### src/rtl/ifetch_reader_pkg.sv
// Shared types and constants for the fetch-stage instruction reader.
package ifetch_reader_pkg;

  typedef enum logic [2:0] {
    S_REQ0  = 3'd0,
    S_WAIT0 = 3'd1,
    S_REQ1  = 3'd2,
    S_WAIT1 = 3'd3,
    S_HOLD  = 3'd4,
    S_DRAIN = 3'd5
  } fetch_state_e;

  localparam int          LONG_BIT_DEF = 15;
  localparam logic [31:0] PC_RESET_VEC = 32'h20;
  localparam logic [31:0] PC_INTR_VEC  = 32'h0;
  localparam logic [1:0]  INCR_SHORT   = 2'd1;
  localparam logic [1:0]  INCR_LONG    = 2'd2;

  function automatic logic [1:0] incr_for(input logic is_long);
    return is_long ? INCR_LONG : INCR_SHORT;
  endfunction

endpackage

### src/rtl/ifetch_reader_if.sv
// Memory request/response and decode-side handshake bundle for ifetch_reader.
interface ifetch_reader_if #(
  parameter int ADDR_W = 32,
  parameter int DATA_W = 16
);
  logic                mem_req_valid;
  logic                mem_req_ready;
  logic [ADDR_W-1:0]   mem_addr;
  logic                mem_rsp_valid;
  logic [DATA_W-1:0]   mem_rsp_data;
  logic                out_valid;
  logic                out_ready;
  logic [2*DATA_W-1:0] out_instr;
  logic [ADDR_W-1:0]   out_pc;

  modport master (
    output mem_req_valid, mem_addr, out_valid, out_instr, out_pc,
    input  mem_req_ready, mem_rsp_valid, mem_rsp_data, out_ready
  );

  modport slave (
    input  mem_req_valid, mem_addr, out_valid, out_instr, out_pc,
    output mem_req_ready, mem_rsp_valid, mem_rsp_data, out_ready
  );
endinterface

### src/rtl/ifetch_reader.sv
// Fetch-stage reader: reads 1- or 2-word instructions at pc_i and hands them to decode.
// Optional FETCH_BYPASS_EN forwards the final memory word to decode in its arrival cycle.
module ifetch_reader
  import ifetch_reader_pkg::*;
#(
  parameter int ADDR_W   = 32,
  parameter int DATA_W   = 16,
  parameter int LONG_BIT = LONG_BIT_DEF
) (
  input  logic              clk,
  input  logic              rst,
  input  logic [ADDR_W-1:0] pc_i,
  input  logic              flush_i,
  ifetch_reader_if.master   bus,
  output logic              pc_adv,
  output logic [1:0]        pc_incr
);

  fetch_state_e      state_q;
  logic [DATA_W-1:0] word0_q, word1_q;
  logic [ADDR_W-1:0] out_pc_q;

  logic         rsp, req_fire, is_long;
  fetch_state_e done_st;

  assign rsp      = bus.mem_rsp_valid;
  assign req_fire = bus.mem_req_valid & bus.mem_req_ready;

  always_comb begin
    bus.mem_req_valid = !rst && (state_q == S_REQ0 || state_q == S_REQ1);
    bus.mem_addr      = (state_q == S_REQ1) ? out_pc_q + ADDR_W'(1) : pc_i;
    bus.out_pc        = out_pc_q;
`ifdef FETCH_BYPASS_EN
    // Last word of the instruction can go straight to decode in its arrival cycle.
    bus.out_valid = !rst && !flush_i && ((state_q == S_HOLD) ||
                    (state_q == S_WAIT0 && rsp && !bus.mem_rsp_data[LONG_BIT]) ||
                    (state_q == S_WAIT1 && rsp));
    if (state_q == S_WAIT0 && rsp) begin
      bus.out_instr = {bus.mem_rsp_data, {DATA_W{1'b0}}};
      is_long       = 1'b0;
    end else if (state_q == S_WAIT1 && rsp) begin
      bus.out_instr = {word0_q, bus.mem_rsp_data};
      is_long       = 1'b1;
    end else begin
      bus.out_instr = {word0_q, word1_q};
      is_long       = word0_q[LONG_BIT];
    end
    done_st = bus.out_ready ? S_REQ0 : S_HOLD;
`else
    bus.out_valid = !rst && !flush_i && (state_q == S_HOLD);
    bus.out_instr = {word0_q, word1_q};
    is_long       = word0_q[LONG_BIT];
    done_st       = S_HOLD;
`endif
    pc_adv  = bus.out_valid & bus.out_ready;
    pc_incr = pc_adv ? incr_for(is_long) : 2'd0;
  end

  always_ff @(posedge clk) begin
    if (rst) begin
      state_q  <= S_REQ0;
      word0_q  <= '0;
      word1_q  <= '0;
      out_pc_q <= '0;
    end else begin
      case (state_q)
        S_REQ0: begin
          if (flush_i)       state_q <= req_fire ? S_DRAIN : S_REQ0;
          else if (req_fire) begin
            state_q  <= S_WAIT0;
            out_pc_q <= pc_i;
          end
        end
        S_WAIT0: begin
          // A response landing with the flush is simply dropped: nothing left in flight.
          if (flush_i)  state_q <= rsp ? S_REQ0 : S_DRAIN;
          else if (rsp) begin
            word0_q <= bus.mem_rsp_data;
            if (bus.mem_rsp_data[LONG_BIT]) state_q <= S_REQ1;
            else begin
              word1_q <= '0;
              state_q <= done_st;
            end
          end
        end
        S_REQ1: begin
          if (flush_i)       state_q <= req_fire ? S_DRAIN : S_REQ0;
          else if (req_fire) state_q <= S_WAIT1;
        end
        S_WAIT1: begin
          if (flush_i)  state_q <= rsp ? S_REQ0 : S_DRAIN;
          else if (rsp) begin
            word1_q <= bus.mem_rsp_data;
            state_q <= done_st;
          end
        end
        S_HOLD:  if (flush_i || bus.out_ready) state_q <= S_REQ0;
        S_DRAIN: if (rsp) state_q <= S_REQ0;
        default: state_q <= S_REQ0;
      endcase
    end
  end

endmodule

### src/flat_wrapper.sv
// flat-port wrapper written by rule: the top's interface ports become plain ports
module ifetch_reader_flat import ifetch_reader_pkg::*;
#(
  parameter int ADDR_W   = 32,
  parameter int DATA_W   = 16,
  parameter int LONG_BIT = LONG_BIT_DEF
)
  (clk, rst, pc_i, flush_i, pc_adv, pc_incr, bus_mem_req_valid, bus_mem_addr, bus_out_valid, bus_out_instr, bus_out_pc, bus_mem_req_ready, bus_mem_rsp_valid, bus_mem_rsp_data, bus_out_ready);
  ifetch_reader_if #(.ADDR_W(ADDR_W), .DATA_W(DATA_W)) bus_i ();
  input  logic clk;
  input  logic rst;
  input  logic [ADDR_W-1:0] pc_i;
  input  logic flush_i;
  output logic pc_adv;
  output logic [1:0] pc_incr;
  output wire logic [$bits(bus_i.mem_req_valid)-1:0] bus_mem_req_valid;
  output wire logic [$bits(bus_i.mem_addr)-1:0] bus_mem_addr;
  output wire logic [$bits(bus_i.out_valid)-1:0] bus_out_valid;
  output wire logic [$bits(bus_i.out_instr)-1:0] bus_out_instr;
  output wire logic [$bits(bus_i.out_pc)-1:0] bus_out_pc;
  input wire logic [$bits(bus_i.mem_req_ready)-1:0] bus_mem_req_ready;
  input wire logic [$bits(bus_i.mem_rsp_valid)-1:0] bus_mem_rsp_valid;
  input wire logic [$bits(bus_i.mem_rsp_data)-1:0] bus_mem_rsp_data;
  input wire logic [$bits(bus_i.out_ready)-1:0] bus_out_ready;
  assign bus_mem_req_valid = bus_i.mem_req_valid;
  assign bus_mem_addr = bus_i.mem_addr;
  assign bus_out_valid = bus_i.out_valid;
  assign bus_out_instr = bus_i.out_instr;
  assign bus_out_pc = bus_i.out_pc;
  assign bus_i.mem_req_ready = bus_mem_req_ready;
  assign bus_i.mem_rsp_valid = bus_mem_rsp_valid;
  assign bus_i.mem_rsp_data = bus_mem_rsp_data;
  assign bus_i.out_ready = bus_out_ready;
  ifetch_reader #(.ADDR_W(ADDR_W), .DATA_W(DATA_W), .LONG_BIT(LONG_BIT)) u_core (.clk(clk), .rst(rst), .pc_i(pc_i), .flush_i(flush_i), .bus(bus_i), .pc_adv(pc_adv), .pc_incr(pc_incr));
endmodule
### config.mk
export PLATFORM = sky130hd
export DESIGN_NAME = ifetch_reader_flat
export DESIGN_NICKNAME = d
export VERILOG_FILES = /design/src/rtl/ifetch_reader_pkg.sv /design/src/rtl/ifetch_reader_if.sv /design/src/rtl/ifetch_reader.sv /design/src/flat_wrapper.sv
export SDC_FILE = /design/constraint.sdc
export NUM_CORES = 1
export LEC_CHECK = 0
export BUFFER_PORTS_ARGS = -buffer_cell sky130_fd_sc_hd__buf_2
export CORE_MARGIN = 1
export CORE_UTILIZATION = 45
export DETAILED_ROUTE_END_ITERATION = 8
export HOLD_SLACK_MARGIN = 0.03
export PLACE_DENSITY = 0.83
export SKIP_LAST_GASP = 1
export SLEW_MARGIN = 20
export SYNTH_ARGS = -nofsm -noshare
export SYNTH_HDL_FRONTEND = slang
export SYNTH_SLANG_ARGS = --single-unit
### constraint.sdc
create_clock -name clk -period 4.8 [get_ports clk]
set_input_delay 0.48 -clock clk [delete_from_list [all_inputs] [get_ports clk]]
set_output_delay 0.48 -clock clk [all_outputs]
set_load 0.05 [all_outputs]
==> impl_results.md, run 1 <==
- Outcome: finished clean
- Critical path depth: 5
- Remaining routing DRC violations: 0
- H-tree depth: 3
- Largest net degree at the start of global routing: 50
- 1st-iter DRT viols: 147
- Port Buffers: 154
- Final Core Density: 61.26%
- Worst-skew pair later-pin latency: 340 ps
- Drt wl/cell: 13.83 microns
- Worst R2R Setup Slack: 2820 ps
- Final hold violation count: 0
- Die footprint: 0.008173 sq mm
- Fin crit period: 3034 ps
- Drt total wl: 10140 microns
- Gr ovfl total: 0
- Final Power: 1374 uW
- Avg Cell Area, Syn: 7.120 sq um
- Worst-Margin Slew: 824.3 ps
- Syn_nets: 549
- First-pass GRT wire length: 16530 microns
- Clock Tree Buf Depth: 2
- Syn Inst Count: 494
- Required @ worst endpoint: 4320 ps
- Filler cell count: 685
- Slowest cell on the critical path: or3_1
- Postcts setup bufs: 0
- Number of global-route vias before repair: 3465
- Top cells by area, synth: dfxtp_1 38%, nand2_1 17%, a21oi_1 9.4%, nand3_1 4.4%, xnor2_1 3.7%
- Register area: 0.001341 sq mm
- Die Ht: 90.41 microns
- Fin nets: 684
- Vias per inst: 5.321
- Reg2reg path depth: 4
- Core area: 0.007408 sq mm
- TritonCTS Buffers: 9
- Crit Path Class: register to output pin
- Setup violators final: 0
- Hold WS: 387.7 ps
- Min-delay worst type: primary input to register
- Setup TNS: 0 ps
- # rows: 31
- Layout cells sized above 1: 30.13%
- Final Skew: 6.169 ps
- Cells on Worst Hold Path: 3
- R2r endpoint: u_core.word0_q[4]
- Seq/Total Area, Yosys: 38.14%
- Max Slew Vio Count: 0
- Main flop type after synthesis: dfxtp_1
- Peak supply drop: 0.1962 mV
- Dominant cell type by area after synthesis: dfxtp_1
- Initial core utilization: 47.48%
- Commonest non-fill, non-tap cell in the layout: nand2_1
- Lkg Pwr: 0.001981 uW
- Hpwl dp: 7360 microns
- # IOs: 155
- Mapped cell area: 0.003517 sq mm
- Synth-to-Final Area Change: 29.03%
- Max-Cap Viols: 0
- Quantity of hold-fixing buffers added after cts: 0
- Yosys reg bits: 67
- FF-to-FF Start: u_core.state_q[0]
- CTS Sinks: 67
- Antenna cells: 0
- Die X: 90.41 microns
- Multi-input gate area: 0.002027 sq mm
- Setup crit start: u_core.state_q[1]
- Synth Warn #: 0
- CP Cell Sequence: nor2b_1 > nand2b_2 > or3_1 > o211ai_1 > buf_2
- Crit-path leading delay family: simple AND/OR/NAND/NOR gates
- Critical path peak fanout: 49
- Crit path to: bus_mem_addr[31]
- Max Clock Freq: 329.6 MHz
- Initial DRT Pass Iterations: 4
- Root Buffer: clkbuf_8
- Slew headroom: 45.05%
- Via count: 3900
- CTS tree: yes
- Post-synth EDFFs: 0
- Commonest non-fill, non-tap cells in the layout: 158 x nand2_1, 154 x buf_2, 67 x dfxtp_1, 66 x a21oi_1, 31 x nand3_1
- Yosys top cell area share: 38.14%
- Placer Congestion: 0.8784
- Initial antenna violation count: 2
- Post-DRT Antenna Nets: 0
- Fin crit share: 63.21%
- Asr flop ratio synth: 0%
- Setup crit end kind: output pin
- CP peak stage delay: 530 ps
- # resized after CTS: 0
- Clk slew on worst S/H paths: 70 ps
- Total GRT Usage: 24.72%
- Post-synthesis cell type count: 40
- CP Launch Type: register
- WP data arrival: 2550 ps
- Buffers plus inverters on the worst setup path: 1
- RSZ-0062 raised after global routing: false
- PD cells: 302.7 mW/mm^2
registers in the layout, indices dropped and copies added, names as in the netlist:
name and cells:
u_core.bus.out_pc 32, u_core.word0_q 16, u_core.word1_q 16, u_core.state_q 3
cells by family after synthesis:
group / synth area share, %
mux: 0.2846
buf+inv: 4.411
xor+xnor: 7.222
fa+ha+maj: 0.3557
compound gates: 15.40
simple gates: 34.19
flops: 38.14
cells in the mapped netlist, types with 5 or more instances:
cell	number
a21oi_1	66
and3_1	9
buf_2	7
clkbuf_1	27
dfxtp_1	67
inv_1	5
nand2_1	158
nand3_1	31
nand4_1	7
nor2_1	13
nor3_1	5
o21ai_0	19
o21ai_1	11
xnor2_1	15
xor2_1	14
cell type report:
| cell class | instances | share of cell area (%) |
|---|---|---|
| multi-input cells | 388 | 44.66 |
| flip-flops and latches | 67 | 29.56 |
| repair buffers | 158 | 17.65 |
| clock buffers | 10 | 3.033 |
| well taps | 99 | 2.730 |
| clock inverters | 6 | 1.958 |
| inverters | 5 | 0.4136 |
report_power, final:
part	internal [uW]	switching, uW
registers	571	24.0
logic	65.8	189
clock network	306	217
total	943	430
worst reg2reg max path, cell delays in order (launching register included):
cell,delay (ps)
dfxtp_1,580
nand2_1,230
or4_1,760
nand2_1,190
a21oi_1,80
metrics by stage:
step / setup slack [ps] / std cells / area, sq um
final: 1766 / 733 / 4538
after global routing: 1537 / 733 / 4538
after CTS: 1742 / 733 / 4536
after detailed placement: 2122 / 717 / 4309
after global placement: 2193 / 717 / 4308
after floorplan: 1483 / 494 / 3517
worst min path at each step:
stage                                     from                     to  slack, ps
after CTS                             pc_i[10]  u_core.bus.out_pc[10]        380
after detailed placement    u_core.word1_q[11]     u_core.word1_q[11]        440
final                      bus_mem_rsp_data[0]      u_core.word0_q[0]        390
after global placement       u_core.word1_q[4]      u_core.word1_q[4]        430
after global routing      bus_mem_rsp_data[14]     u_core.word0_q[14]        380
after floorplan            bus_mem_rsp_data[0]      u_core.word0_q[0]        620
routing by layer:
metal	global-route usage [%]	routed length (microns)
met1	30.87	4342
met2	40.01	4609
met3	7.323	965
met4	9.543	213
met5	0	8
No activity file was read; power rests on OpenSTA's default activity.
==> inputs of run 2 (changes only) <==
Clock period 4.8 ns to 3 ns, I/O delays scaled along.
==> impl_results.md, run 2 (synthesis gave the netlist of run 1 again) <==
- Antenna cells: 0 (unchanged)
- Clk slew on worst S/H paths: 70 ps (about the same)
- Cells after DPL: 720 (+0.42%)
- Hpwl dp: 7404 microns (+0.60%)
- Drt wl/cell: 13.49 microns (-2.5%)
- Layout cells sized above 1: 29.98% (-0.14 points)
- Post-DRT Antenna Nets: 0 (unchanged)
- Commonest non-fill, non-tap cells in the layout: 158 x nand2_1, 154 x buf_2, 67 x dfxtp_1, 66 x a21oi_1, 31 x nand3_1
- # resized after CTS: 0 (unchanged)
- Clock power share: 36.1% (-2.0 points)
- Root Buffer: clkbuf_8
- Final hold violation count: 0 (unchanged)
- Required @ worst endpoint: 2700 ps (-1620 ps)
- Initial core utilization: 47.48% (unchanged)
- Setup violators final: 0 (unchanged)
- # rows: 31 (unchanged)
- CP Launch Type: register
- Filler cell count: 694 (+1.3%)
- Total GRT Usage: 24.23% (-0.48 points)
- H-tree depth: 3 (unchanged)
- First-pass GRT wire length: 16340 microns (-1.2%)
- Commonest non-fill, non-tap cell in the layout: nand2_1
- Vias per inst: 5.291 (-0.56%)
- Peak supply drop: 0.2376 mV (+21%)
- Postcts setup bufs: 0 (unchanged)
- WP data arrival: 2390 ps (-160 ps)
- Critical path peak fanout: 6 (-88%)
- Max-Cap Viols: 0 (unchanged)
- Fin nets: 687 (+0.44%)
- Max Slew Vio Count: 0 (unchanged)
- Max reg flops: 32 (unchanged)
- Sw Pwr: 680.8 uW (+58%)
- # IOs: 155 (unchanged)
- RSZ-0062 raised after global routing: false
- Largest net degree at the start of global routing: 44 (-12%)
- Port Buffers: 154 (unchanged)
- Slew headroom: 50.88% (+5.8 points)
- Hold WS: 214.3 ps (-173.4 ps)
- Placer Congestion: 0.8322 (-5.3%)
- Number of global-route vias before repair: 3548 (+2.4%)
- Gr ovfl total: 0 (unchanged)
- Setup TNS: 0 ps (unchanged)
- Via count: 3894 (-0.15%)
- Initial antenna violation count: 0 (-2)
- Gate power share: 19.3% (+0.8 points)
- TritonCTS Buffers: 9 (unchanged)
- Setup crit end kind: output pin
- Final Skew: 4.817 ps (-1.352 ps)
- Synth-to-Final Area Change: 28.92% (about the same)
- Internal power: 1450 uW (+54%)
- Outcome: finished clean
- Final instance area: 0.004534 sq mm (about the same)
- Die Ht: 90.41 microns (unchanged)
- Die X: 90.41 microns (unchanged)
- PD cells: 469.9 mW/mm^2 (+55%)
- CTS tree: yes
- Quantity of hold-fixing buffers added after cts: 0 (unchanged)
- Placed Area: 0.004330 sq mm (+0.49%)
- Max Clock Freq: 371.8 MHz
- Switching share of power: 31.95% (+0.64 points)
- Worst-Margin Slew: 734.6 ps (-89.62 ps)
- Core area: 0.007408 sq mm (unchanged)
- Setup WS post-layout: 310.1 ps (-1456 ps)
- Die footprint: 0.008173 sq mm (unchanged)
- Lkg Pwr: 0.001993 uW (+0.63%)
- Flop pwr share: 44.6% (+1.3 points)
- Dpl ws: 654.6 ps (-1468 ps)
- Crit Path Class: register to output pin
- Fin crit period: 2690 ps
- Initial DRT Pass Iterations: 5 (+1)
- Final cell count without fillers: 736 (+0.41%)
- 1st-iter DRT viols: 148 (+0.68%)
- Remaining routing DRC violations: 0 (unchanged)
- CTS Sinks: 67 (unchanged)
- Min-delay worst type: primary input to register
- Worst-skew pair later-pin latency: 330 ps (about the same)
- Fin crit share: 89.66%
- Clock Tree Buf Depth: 2 (unchanged)
- Drt total wl: 9926 microns (-2.1%)
run 2: worst paths after layout:
check                  startpoint            endpoint  slack, ps  cells after the start
max          u_core.bus.out_pc[0]    bus_mem_addr[28]        310                      7
min           bus_mem_rsp_data[2]   u_core.word0_q[2]        210                      3
max reg2reg     u_core.state_q[0]   u_core.word0_q[5]       1090                      4
min reg2reg    u_core.word1_q[15]  u_core.word1_q[15]        450                      2
run 2: per-stage QoR:
step / total power (uW) / utilization [%]
after floorplan: 1259 / -
after global placement: 1374 / 58.45
after detailed placement: 1382 / 58.45
after CTS: 2142 / 61.21
after global routing: 2214 / 61.21
final: 2131 / 61.21
run 2: routing by layer:
layer,vias to the layer above,part of all wire [%],track usage (%)
met5,-,0,0
met3,17,9.7,7.912
met2,169,47,40.71
met1,1761,42,28.82
li1,1947,-,-
met4,0,1.9,8.737
run 2: area by class of cell:
cell class | count | area [sq um] | share of cell area [%]
multi-input cells | 388 | 2023 | 44.62
flip-flops and latches | 67 | 1341 | 29.58
repair buffers | 161 | 823.3 | 18.16
clock buffers | 12 | 155.1 | 3.422
well taps | 99 | 123.9 | 2.732
clock inverters | 4 | 48.80 | 1.076
inverters | 5 | 18.77 | 0.4139
run 2: critical path: stages, from the launching register on:
cell,delay [ps]
dfxtp_1,400
ha_1,210
nand3_1,230
or3_4,450
nor4_4,280
xnor2_1,110
o21ai_2,100
buf_2,270
run 2: power groups by stage:
| stage | combinational, uW | clock, uW | sequential, uW |
|---|---|---|---|
| after floorplan | 226 | 0 | 1030 |
| final | 411 | 769 | 951 |
| after CTS | 412 | 780 | 951 |
| after global routing | 440 | 818 | 956 |
| after detailed placement | 411 | 0 | 971 |
| after global placement | 405 | 0 | 968 |
